`config.mk`:
```
export PLATFORM = sky130hd
export DESIGN_NAME = pe_conv_seq
export DESIGN_NICKNAME = d
export VERILOG_FILES = /design/src/rtl/pe_pkg.sv /design/src/rtl/pe_conv_seq.sv
export SDC_FILE = /design/constraint.sdc
export NUM_CORES = 1
export LEC_CHECK = 0
export ABC_CLOCK_PERIOD_IN_PS = 3500
export BUFFER_PORTS_ARGS = -buffer_cell sky130_fd_sc_hd__buf_2
export CORE_AREA = 2 2 112 114
export CTS_CLUSTER_DIAMETER = 200
export DETAILED_ROUTE_END_ITERATION = 10
export DIE_AREA = 0 0 114 116
export PLACE_DENSITY_LB_ADDON = 0.1
export SYNTH_ARGS = -nofsm -noshare
export SYNTH_HDL_FRONTEND = slang
export SYNTH_SLANG_ARGS = --single-unit
export TNS_END_PERCENT = 100
```
`constraint.sdc`:
```
create_clock -name clk_i -period 3.5 [get_ports clk_i]
set_clock_uncertainty 0.1 [all_clocks]
set_input_delay 0.35 -clock clk_i [delete_from_list [all_inputs] [get_ports clk_i]]
set_output_delay 0.35 -clock clk_i [all_outputs]
set_load 0.1 [all_outputs]
```
`src/rtl/pe_pkg.sv`:
```
// Shared definitions for the PE command interface: command codes, accumulate
// modes, the conv-sequencer state type and a small elaboration helper.
package pe_pkg;

  localparam int unsigned RESET            = 0;
  localparam int unsigned TRIGGER          = 1;
  localparam int unsigned TRIGGER_LAST     = 2;
  localparam int unsigned SET_MUL_VAL      = 3;
  localparam int unsigned SET_ADD_VAL      = 4;
  localparam int unsigned LOAD_DATA        = 5;
  localparam int unsigned SET_CONV_MODE    = 6;
  localparam int unsigned SET_FIX_MAC_MODE = 7;
  localparam int unsigned FORWARD          = 8;

  localparam int unsigned MODE_MAC     = 0;
  localparam int unsigned MODE_CONV    = 1;
  localparam int unsigned MODE_FIX_MAC = 2;

  typedef enum logic [2:0] {
    IDLE,
    CLR,
    CFG,
    STREAM,
    SETTLE,
    WAIT,
    RESP
  } seq_state_t;

  function automatic int unsigned max_u(input int unsigned a, input int unsigned b);
    return (a > b) ? a : b;
  endfunction

endpackage

```
`src/rtl/pe_conv_seq.sv`:
```
// Convolution job sequencer feeding one GeMM PE: clears and configures the PE, streams
// N operand pairs as TRIGGERs, waits for the accumulator and returns its value.
// Build option PE_SEQ_TIMEOUT_EN bounds WAIT to TIMEOUT_CYC cycles and flags res_timeout.
//
// state  | meaning
// IDLE   | ready for a job
// CLR    | PE RESET command
// CFG    | PE SET_CONV_MODE with the job length
// STREAM | one TRIGGER per accepted operand beat
// SETTLE | guard cycles before pe_busy is trusted
// WAIT   | wait for pe_busy to fall, capture the MAC value
// RESP   | hold the result until res_ready
module pe_conv_seq
  import pe_pkg::*;
#(
  parameter int unsigned ACLEN       = 4,
  parameter int unsigned DATA_WIDTH  = 32,
  parameter int unsigned LEN_W       = 16,
  parameter int unsigned SETTLE_CYC  = 2,
  parameter int unsigned TIMEOUT_CYC = 1024
) (
  input  logic                  clk_i,
  input  logic                  rst,
  input  logic                  job_valid,
  output logic                  job_ready,
  input  logic [LEN_W-1:0]      job_len,
  input  logic                  in_valid,
  output logic                  in_ready,
  input  logic [DATA_WIDTH-1:0] in_data,
  input  logic [DATA_WIDTH-1:0] in_weight,
  output logic                  pe_cmd_valid,
  output logic [ACLEN:0]        pe_cmd,
  output logic [DATA_WIDTH-1:0] pe_param_1,
  output logic [DATA_WIDTH-1:0] pe_param_2,
  output logic [DATA_WIDTH-1:0] pe_data,
  output logic [DATA_WIDTH-1:0] pe_weight,
  input  logic                  pe_busy,
  input  logic [DATA_WIDTH-1:0] pe_mac_value,
  output logic                  res_valid,
  input  logic                  res_ready,
  output logic [DATA_WIDTH-1:0] res_data,
  output logic                  res_timeout,
  output logic                  idle
);

  localparam int unsigned CW    = ACLEN + 1;
  localparam int unsigned TMR_W = $clog2(max_u(SETTLE_CYC, TIMEOUT_CYC) + 1);

  // SETTLE always lasts at least one cycle, even with SETTLE_CYC = 0.
  localparam logic [TMR_W-1:0] SETTLE_LOAD  = TMR_W'((SETTLE_CYC > 0) ? SETTLE_CYC - 1 : 0);
  localparam logic [TMR_W-1:0] TIMEOUT_LOAD = TMR_W'((TIMEOUT_CYC > 0) ? TIMEOUT_CYC - 1 : 0);

  seq_state_t state, state_nxt;

  logic [LEN_W-1:0]      len_q;
  logic [LEN_W-1:0]      beat_cnt;
  logic [TMR_W-1:0]      tmr;
  logic [DATA_WIDTH-1:0] res_data_q;

  logic job_acc;
  logic beat_acc;
  logic last_beat;
  logic tmr_done;
  logic timed_out;
  logic wait_done;

  assign job_acc   = job_valid && (state == IDLE);
  assign beat_acc  = in_valid && (state == STREAM);
  assign last_beat = (beat_cnt == (len_q - LEN_W'(1)));
  assign tmr_done  = (tmr == '0);
  assign wait_done = !pe_busy || timed_out;

`ifdef PE_SEQ_TIMEOUT_EN
  assign timed_out = tmr_done;
`else
  assign timed_out = 1'b0;
`endif

  always_ff @(posedge clk_i) begin
    if (rst) begin
      state <= IDLE;
    end else begin
      state <= state_nxt;
    end
  end

  always_comb begin
    state_nxt = state;
    case (state)
      IDLE:    if (job_acc) state_nxt = CLR;
      CLR:     state_nxt = (len_q != '0) ? CFG : RESP;
      CFG:     state_nxt = STREAM;
      STREAM:  if (beat_acc && last_beat) state_nxt = SETTLE;
      SETTLE:  if (tmr_done) state_nxt = WAIT;
      WAIT:    if (wait_done) state_nxt = RESP;
      RESP:    if (res_ready) state_nxt = IDLE;
      default: state_nxt = IDLE;
    endcase
  end

  always_comb begin
    job_ready    = (state == IDLE);
    in_ready     = (state == STREAM);
    res_valid    = (state == RESP);
    idle         = (state == IDLE);
    pe_cmd_valid = 1'b0;
    pe_cmd       = '0;
    pe_param_1   = '0;
    pe_param_2   = '0;
    pe_data      = '0;
    pe_weight    = '0;
    case (state)
      CLR: begin
        pe_cmd_valid = 1'b1;
        pe_cmd       = CW'(RESET);
      end
      CFG: begin
        pe_cmd_valid = 1'b1;
        pe_cmd       = CW'(SET_CONV_MODE);
        pe_param_1   = DATA_WIDTH'(len_q);
      end
      STREAM: begin
        if (in_valid) begin
          pe_cmd_valid = 1'b1;
          pe_cmd       = CW'(TRIGGER);
          pe_data      = in_data;
          pe_weight    = in_weight;
        end
      end
      default: ;
    endcase
  end

  // One down-counter serves both the settle guard and the WAIT bound.
  always_ff @(posedge clk_i) begin
    if (rst) begin
      len_q      <= '0;
      beat_cnt   <= '0;
      tmr        <= '0;
      res_data_q <= '0;
    end else begin
      case (state)
        IDLE: begin
          if (job_acc) begin
            len_q    <= job_len;
            beat_cnt <= '0;
          end
        end
        CLR: begin
          if (len_q == '0) res_data_q <= '0;
        end
        STREAM: begin
          if (beat_acc) begin
            beat_cnt <= beat_cnt + LEN_W'(1);
            if (last_beat) tmr <= SETTLE_LOAD;
          end
        end
        SETTLE: begin
          tmr <= tmr_done ? TIMEOUT_LOAD : (tmr - TMR_W'(1));
        end
        WAIT: begin
          if (wait_done) begin
            res_data_q <= pe_mac_value;
          end else if (!tmr_done) begin
            tmr <= tmr - TMR_W'(1);
          end
        end
        default: ;
      endcase
    end
  end

  assign res_data = res_data_q;

`ifdef PE_SEQ_TIMEOUT_EN
  logic res_timeout_q;

  always_ff @(posedge clk_i) begin
    if (rst) begin
      res_timeout_q <= 1'b0;
    end else if ((state == WAIT) && wait_done) begin
      res_timeout_q <= pe_busy;
    end else if ((state == RESP) && res_ready) begin
      res_timeout_q <= 1'b0;
    end
  end

  assign res_timeout = res_timeout_q;
`else
  assign res_timeout = 1'b0;
`endif

endmodule

```
After elaboration in Yosys (flattened, before gate mapping)
Index checks and enable logic that the tools add are counted.
{"block": "op_classes", "reduce_logical": 16, "mul": 0, "addsub": 3, "n_div": 0, "n_eq_ne": 17, "muxes": 28, "order_cmp": 0, "n_bitwise": 0, "n_shift": 0}
{"operator": "32-bit 2-to-1 mux", "n": 6}
{"operator": "32-bit case mux with 2 select lines", "n": 1}
{"operator": "11-bit 2-to-1 mux", "n": 5}
{"operator": "16-bit 2-to-1 mux", "n": 3}
{"operator": "11-bit case mux with 3 select lines", "n": 1}
{"operator": "16-bit case mux with 2 select lines", "n": 1}
{"operator": "3-bit case mux with 7 select lines", "n": 1}
{"operator": "3-bit 2-to-1 mux", "n": 6}
{"operator": "16-bit by 1-bit adder with 16-bit output, second input constant", "n": 1}
{"operator": "16-bit equality test", "n": 1}
{"operator": "16-bit zero test", "n": 1}
{"operator": "16-bit nonzero test", "n": 1}
{"operator": "16-bit by 1-bit subtractor with 16-bit output, second input constant", "n": 1}
{"operator": "11-bit zero test", "n": 1}
{"operator": "11-bit by 1-bit subtractor with 11-bit output, second input constant", "n": 1}
{"operator": "2-bit by 1-bit != test with 1-bit output, second input constant", "n": 5}
{"operator": "2-bit != test, second input constant", "n": 5}
{"operator": "5-bit AND reduction", "n": 2}
{"operator": "3-bit equality test, second input constant", "n": 3}
{"operator": "3-bit by 2-bit equality test with 1-bit output, second input constant", "n": 2}
{"operator": "3-bit case mux with 2 select lines", "n": 1}
{"operator": "3-bit AND reduction", "n": 2}
{"operator": "2-bit nonzero test", "n": 2}
{"operator": "3-bit by 1-bit equality test with 1-bit output, second input constant", "n": 1}
{"operator": "7 further kinds", "n": 10}
{"block": "totals", "input_bits": 118, "regBits": 78, "latch_bits": 0, "output_inout_bits": 171, "mem_bits_ro": 0, "memories": 0, "mem_bits_rw": 0}

Logic depth before layout (Yosys ltp)
Gate-level depths: netlist of run 1.
{"block": "depth", "depth_word": 5, "depth_mapped": 10}

Least setup slack after synthesis of run 1
Ideal clock, no wire load.
{"block": "synth_path", "path_type": "reg-to-output", "from": "reg state[2]", "to": "out pe_param_1[0]", "setup_slack_ps": -558, "required_ps": 3050, "path_buffers": 2, "path_stages_with_launch": 4, "t_arrival_ps": 3608, "cell_sequence": "dfxtp_1 clkbuf_1 clkbuf_1 nor4_1"}
{"block": "synth_between", "elab_chain_len": 2}
{"element": "start, declared", "line": "pe_conv_seq.sv:53", "source": "seq_state_t state, state_nxt;"}
{"element": "start signal, assigned", "line": "pe_conv_seq.sv:83", "source": "state <= state_nxt;"}
{"element": "3-bit by 2-bit equality test with 1-bit output", "line": "pe_conv_seq.sv:112", "source": "case (state)"}
{"element": "16-bit 2-to-1 mux", "line": "pe_conv_seq.sv:112"}
{"element": "end, declared", "line": "pe_conv_seq.sv:33", "source": "output logic [DATA_WIDTH-1:0] pe_param_1,"}
No other way between the ends.

Worst setup path in the final report of run 1
{"block": "layout_path", "from": "reg state[0]", "to": "out pe_data[20]"}
{"block": "layout_between", "elab_chain_len": 2}
{"element": "3-bit by 2-bit equality test with 1-bit output", "line": "pe_conv_seq.sv:112"}
{"element": "32-bit 2-to-1 mux", "line": "pe_conv_seq.sv:112"}
{"element": "end, declared", "line": "pe_conv_seq.sv:35", "source": "output logic [DATA_WIDTH-1:0] pe_data,"}
No other way between the ends.

==> results of run 1 <==
worst paths after layout:
check	endpoint	cells after the start	start	slack (ps)
setup / recovery	pe_data[20]	5	state[0]$_SDFFE_PP0P_	360
hold / removal	len_q[14]$_SDFFE_PP0P_	3	job_len[14]	140
setup reg to reg	tmr[7]$_SDFFE_PP0P_	7	len_q[2]$_SDFFE_PP0P_	460
hold reg to reg	res_data[15]$_SDFFE_PP0P_	2	res_data[15]$_SDFFE_PP0P_	350
synth_stat cells, types with 2 or more instances:
cell,count
buf_4,53
or4_4,2
nand4_1,5
nand3_1,44
o22a_1,3
clkbuf_1,43
a211oi_1,4
and3_1,70
a311oi_2,2
nor4_4,2
nor4_1,6
a211o_1,2
o311ai_0,2
dfxtp_1,78
nor4b_2,2
or3b_2,2
and2_1,14
nor2b_1,4
a31oi_1,4
buf_6,2
nor3_1,16
nor3b_1,2
o21ai_0,3
nor2_1,39
inv_1,8
nand2b_1,3
ha_1,4
or3_1,6
xnor2_1,19
nand2_1,91
a21oi_1,60
and4_1,2
o31ai_1,3
xor2_1,18
critical path, stage by stage, from the launching register on:
cell	delay, ps
dfxtp_1	650
nand2_1	200
nor2_4	510
buf_4	350
and3_1	210
buf_2	430
cells by family (layout without fill, tap and decap cells):
logic type	Yosys count	in the layout
AO/OA/AOI/OAI	95	95
XOR/XNOR	37	37
adder cells (fa/ha/maj)	4	4
buffers and inverters	109	273
flip-flops	78	78
multiplexers	1	1
other	1	53
AND/OR/NAND/NOR	320	320
power breakdown:
part | internal, uW | switching, uW | leakage [uW]
Sequential | 917 | 59.3 | 0.000631
Combinational | 251 | 849 | 0.00244
Clock | 496 | 423 | 0.000133
state kept, by name, indices dropped and copies added (netlist names):
signal,cells
state,3
len_q,16
tmr,11
res_data,32
beat_cnt,16
metal layers:
layer | vias up | global-route usage [%] | share of wire (%)
met4 | 0 | 10.5 | 3.2
met3 | 24 | 6.85 | 7.2
li1 | 2549 | - | -
met2 | 183 | 40.5 | 48
met5 | - | 0 | 0
met1 | 2379 | 29.8 | 42
per-stage QoR:
stage               total power (uW)  setup slack (ps)  util, %  std cells  setup TNS, ps
finish                          3000               362     52.3       1008              0
global route                    3120               162     52.3       1008              0
CTS                             3000               393     52.2       1006              0
detailed placement              2100               435     49.8        990              0
global placement                2090               466     49.8        990              0
floorplan                       1930              -558        -        695          -7140
area by class of cell:
class                      count  area, um2  area share, %
antenna                        2       5.00         0.0804
clock buffer                   9        225           3.62
clock inverter                 7       62.6           1.00
inverter                       9       33.8          0.542
multi-input combinational    508       2890           46.4
sequential                    78       1560           25.1
tap                          147        184           2.95
timing repair buffer         248       1270           20.4
==> key figures, run 1 <==
Clock network
  – CTS Buf Count: 9
  – Post-CTS Repair Setup Buffers: 0
  – H-tree levels: 3
  – Clock sink count: between 70 and 80
  – Clk buf depth: 2
  – Clock transition at path regs: 70 ps
  – Post_cts resized: 0
  – TritonCTS clock tree: yes
  – Root Buffer: clkbuf_16
  – Worst-Skew Late Latency: 340 ps
  – CTS Hold Bufs: 0

Placement
  – Hpwl dp: between 10 and 15 mm
  – GPL Wtd Cong: 0.880
  – Port Buf Inserts: 237
  – Placed Instance Area: 5930 um2

Yosys
  – Ys flop type: dfxtp_1
  – Post-synthesis instance area: 4870 um2
  – Post-synthesis compound-gate area fraction: 12.2%
  – Combinational family with the most area after synthesis: simple AND/OR/NAND/NOR gates
  – Yosys cell types: 61
  – Simple logic cell fraction of the synthesized area: 34.8%
  – Top cells by area, synth: dfxtp_1, and3_1, buf_4
  – Area leader, netlist: dfxtp_1
  – Sequential share of the synthesized area: 32.1%
  – Synthesized area per cell: 7.55 um2
  – Yosys top cell area share: approximately 32%
  – Mapped Cells: 645
  – Post-synthesis mux area share: 0.308%
  – Ys Warns: 0
  – Adder-Cell Fraction of Synth Area: a little over 1%
  – Post-synth EDFFs: 0
  – Post-Synth XOR/XNOR Area: 6.65%
  – Post-synth ARST share: 0%
  – #FFs+latches synth: 78

Setup path
  – CP required: 3050 ps
  – Startpoint types: register
  – Crit Path Max Fanout: 38
  – Critical path capture point type: output port
  – Crit path kind: reg2out
  – Worst endpoint data arrival time: 2690 ps

Cells and area
  – Commonest cells after routing, fill and taps aside: buf_2, nand2_1, dfxtp_1
  – Fraction of layout cells with a size suffix above 1: 32.7%
  – Synthesis-to-layout area growth: 27.8%
  – Post-route design area: 6230 um2
  – Fill count: 1199
  – Most common cell after layout, fill and taps aside: buf_2
  – Post-layout nets: 976

Routing
  – First-pass DRT Iterations: 5
  – Vias: 5135
  – Starting DRC count in detailed routing: approximately 270
  – Routed Antenna Nets: 0
  – Post-route DRC: 0
  – WL/cell: between 15 and 20 um
  – Via density: 5.09
  – WL final: ~17 mm

STA
  – Final hold vios: 0
  – Worst Max-Slew Pin Slew: around 1000 ps
  – Fin Hold WS: 143 ps
  – Final Max Tran Viols: 0
  – Max_slew headroom: 30.4%
  – # setup viols final: 0
  – F_max: between 0.3 and 0.4 GHz
  – RSZ-0062 raised after global routing: no
  – Final min period: approximately 3100 ps
  – Period utilization: 89.7%

Pwr
  – Leak: roughly 0.0032 uW
  – Power Density: 481 nW/um2
  – Max IR drop VDD: between 200 and 250 uV

Hold path
  – Class of the worst hold path: in2reg

Die
  – Num ports: 289
  – Starting density of the core: 40.9%
  – Die Ht: 116 um
  – Die width: 114 um
  – Die area: approximately 13000 um2
  – Core ar.: 11900 um2
  – Cell Rows: 40

Global route
  – Initial antenna violation count: 2
  – Largest net degree at the start of global routing: 67
  – First-pass GRT wire length: 24.8 mm
  – Vias in the first global route: 4643
  – GRT overflow: 0
  – Total GRT Usage: around 24%

Outcome
  – Run status: finished clean

Run
  – Maxcap violations: 0
(Power assumes the default switching activity.)
==> run 2, diff against run 1 <==
--- a/config.mk
+++ b/config.mk
@@ -12,6 +12,7 @@
 export DETAILED_ROUTE_END_ITERATION = 10
 export DIE_AREA = 0 0 114 116
 export PLACE_DENSITY_LB_ADDON = 0.1
+export SETUP_SLACK_MARGIN = 0.05
 export SYNTH_ARGS = -nofsm -noshare
 export SYNTH_HDL_FRONTEND = slang
 export SYNTH_SLANG_ARGS = --single-unit
==> constraint.sdc (replaced) <==
create_clock -name clk_i -period 3.5 [get_ports clk_i]
set_clock_uncertainty 0.1 [all_clocks]
set_input_delay 0.35 -clock clk_i [delete_from_list [all_inputs] [get_ports clk_i]]
set_output_delay 0.35 -clock clk_i [all_outputs]
set_load 0.02 [all_outputs]
==> key figures, run 2 (same netlist as run 1, synthesis figures left out) <==
STA
  – Setup TNS Final: 0 ps (unchanged)
  – F_max: 0.326 GHz (was 0.319 GHz)
  – Final Max Tran Viols: 0 (unchanged)
  – Final min period: 3070 ps (was 3140 ps)
  – Final hold vios: 0 (unchanged)
  – Worst Max-Slew Pin Slew: 1220 ps (was 1040 ps)
  – Period utilization: 87.7% (was 89.7%)
  – RSZ-0062 raised after global routing: no (unchanged)
  – Fin Hold WS: 140 ps (was 143 ps)
  – Max_slew headroom: 18.8% (was 30.4%)
  – # setup viols final: 0 (unchanged)

Clock network
  – CTS Hold Bufs: 0 (unchanged)
  – TritonCTS clock tree: yes (unchanged)
  – Clock transition at path regs: 70 ps (about the same)
  – Clk buf depth: 2 (unchanged)
  – H-tree levels: 3 (unchanged)
  – Post_cts resized: 0 (unchanged)
  – Worst-Skew Late Latency: 340 ps (about the same)
  – Root Buffer: clkbuf_16 (unchanged)
  – CTS Buf Count: 9 (unchanged)
  – Post-CTS Repair Setup Buffers: 0 (unchanged)
  – Clock sink count: 78 (unchanged)

Routing
  – WL final: 17.2 mm (about the same)
  – WL/cell: 17.1 um (about the same)
  – Routed Antenna Nets: 0 (unchanged)
  – Starting DRC count in detailed routing: 294 (was 271)
  – First-pass DRT Iterations: 4 (was 5)
  – Via density: 5.09 (about the same)
  – Post-route DRC: 0 (unchanged)
  – Vias: 5118 (was 5135)

Setup path
  – Worst r2r src: len_q[2]$_SDFFE_PP0P_ (unchanged)
  – Reg2Reg Depth: 7 (unchanged)
  – Crit path cell chain: or4_4, or4_4, nor4b_2, o311ai_2, nor4_4, or2_1, mux2_4 (was nand2_1, nor2_4, buf_4, and3_1, buf_2)
  – Worst endpoint data arrival time: 3200 ps (was 2690 ps)
  – Startpoint types: register (unchanged)
  – CP required: 3630 ps (was 3050 ps)
  – Crit Path Max Fanout: 8 (was 38)
  – Reg2reg end: tmr[7]$_SDFFE_PP0P_ (unchanged)
  – Crit path kind: reg2reg (was reg2out)
  – FF-to-FF setup slack: 430 ps (was 460 ps)
  – CP most frequent cell: or4_4
  – Slowest-stage cell, CP: or4_4 (was dfxtp_1)
  – Critical path capture point type: register (was output port)
  – Worst path max stage delay: 610 ps (was 650 ps)

Die
  – Cell Rows: 40 (unchanged)
  – Num ports: 289 (unchanged)
  – Core ar.: 11900 um2 (unchanged)
  – Die area: 13200 um2 (unchanged)
  – Die Ht: 116 um (unchanged)
  – Die width: 114 um (unchanged)
  – Starting density of the core: 40.9% (unchanged)

Run
  – Maxcap violations: 0 (unchanged)

Cells and area
  – Commonest cells after routing, fill and taps aside: buf_2, nand2_1, dfxtp_1 (unchanged)
  – Fraction of layout cells with a size suffix above 1: 32.6% (was 32.7%)
  – Final non-filler cell total: 1006 (was 1008)
  – Synthesis-to-layout area growth: 27.7% (was 27.8%)
  – Number of flip-flops in the largest register: 32 (unchanged)
  – Most common cell after layout, fill and taps aside: buf_2 (unchanged)
  – Post-layout nets: 975 (was 976)

Hold path
  – Class of the worst hold path: in2reg (unchanged)
  – WHS Path Cells: 3 (unchanged)
  – Worst hold start: job_len[11] (was job_len[14])
  – Hold path endpoint: len_q[11]$_SDFFE_PP0P_ (was len_q[14]$_SDFFE_PP0P_)

Global route
  – Vias in the first global route: 4757 (was 4643)
  – First-pass GRT wire length: 25.5 mm (was 24.8 mm)
  – Initial antenna violation count: 1 (was 2)
  – Largest net degree at the start of global routing: 67 (unchanged)
  – GRT overflow: 0 (unchanged)
  – Total GRT Usage: 24.8% (was 24.4%)

Placement
  – GPL Wtd Cong: 0.893 (was 0.880)
  – Port Buf Inserts: 237 (unchanged)
  – Placed Cells: 989 (was 990)
  – Hpwl dp: 13.5 mm (was 13.4 mm)

Pwr
  – Sw frac: 35.4% (was 44.5%)
  – Leak: 0.00321 uW (about the same)
  – Internal power: 1670 uW (was 1660 uW)
  – Sw power: 914 uW (was 1330 uW)
  – Max IR drop VDD: 266 uV (was 221 uV)
  – Comb pwr share: 26.4% (was 36.7%)
  – Clk network pwr share: 35.8% (was 30.7%)
  – Flop pwr share: 37.8% (was 32.6%)
  – Power Density: 415 nW/um2 (was 481 nW/um2)

Outcome
  – Run status: finished clean (unchanged)
[run 2: cell count changes in the layout (fill, tap and decap cells not counted), sizes merged]
| cell | delta |
|---|---|
| clkinv | +1 |
| clkinvlp | -2 |
| inv | +1 |
| diode | -1 |
| buf | -1 |
[run 2: worst max path at each step]
| stage | start | to | slack, ps | cells after the start |
|---|---|---|---|---|
| final | len_q[2]$_SDFFE_PP0P_ | tmr[7]$_SDFFE_PP0P_ | 430 | 7 |
| after global routing | len_q[0]$_SDFFE_PP0P_ | tmr[7]$_SDFFE_PP0P_ | 240 | 9 |
| after CTS | len_q[2]$_SDFFE_PP0P_ | tmr[7]$_SDFFE_PP0P_ | 420 | 7 |
| after detailed placement | len_q[2]$_SDFFE_PP0P_ | tmr[7]$_SDFFE_PP0P_ | 430 | 7 |
| after global placement | len_q[2]$_SDFFE_PP0P_ | tmr[7]$_SDFFE_PP0P_ | 460 | 7 |
| after floorplan | len_q[3]$_SDFFE_PP0P_ | tmr[7]$_SDFFE_PP0P_ | 510 | 9 |
[run 2: per-stage QoR]
step | area [um2] | total power [uW] | worst slack, ps | utilization [%]
final | 6220 | 2580 | 429 | 52.2
after global placement | 5930 | 1670 | 463 | 49.8
after CTS | 6220 | 2590 | 416 | 52.2
after detailed placement | 5930 | 1670 | 435 | 49.8
after floorplan | 5060 | 1500 | 507 | -
after global routing | 6220 | 2710 | 244 | 52.2
[run 2: metal layers]
metal	up-vias	part of all wire (%)	global-route usage (%)	wire (um)
met5	-	0	0	0
met4	0	1.5	7.80	259
met3	16	6.9	6.01	1180
met2	190	50	43.3	8520
met1	2372	42	30.3	7220
li1	2540	-	-	-
[run 2: final cells by class]
class                      count  area (um2)
clock inverter                 7        65.1
sequential                    78        1560
timing repair buffer         247        1260
clock buffer                   9         225
inverter                       9        33.8
antenna                        1        2.50
tap                          147         184
fill                        1200        5690
multi-input combinational    508        2890
[run 2: critical path, delay by kind of cell, from the launching register on]
family / cells / cell delay (ps)
flip-flops: 1 / 390
multiplexers: 1 / 300
AND/OR/NAND/NOR: 5 / 2000
AO/OA/AOI/OAI: 1 / 170
[run 2: power groups by stage]
stage / Sequential [uW] / Clock (uW) / Combinational (uW)
after global placement: 992 / 0 / 675
after global routing: 984 / 975 / 747
after CTS: 975 / 935 / 681
after floorplan: 964 / 0 / 540
final: 977 / 924 / 681
after detailed placement: 996 / 0 / 678
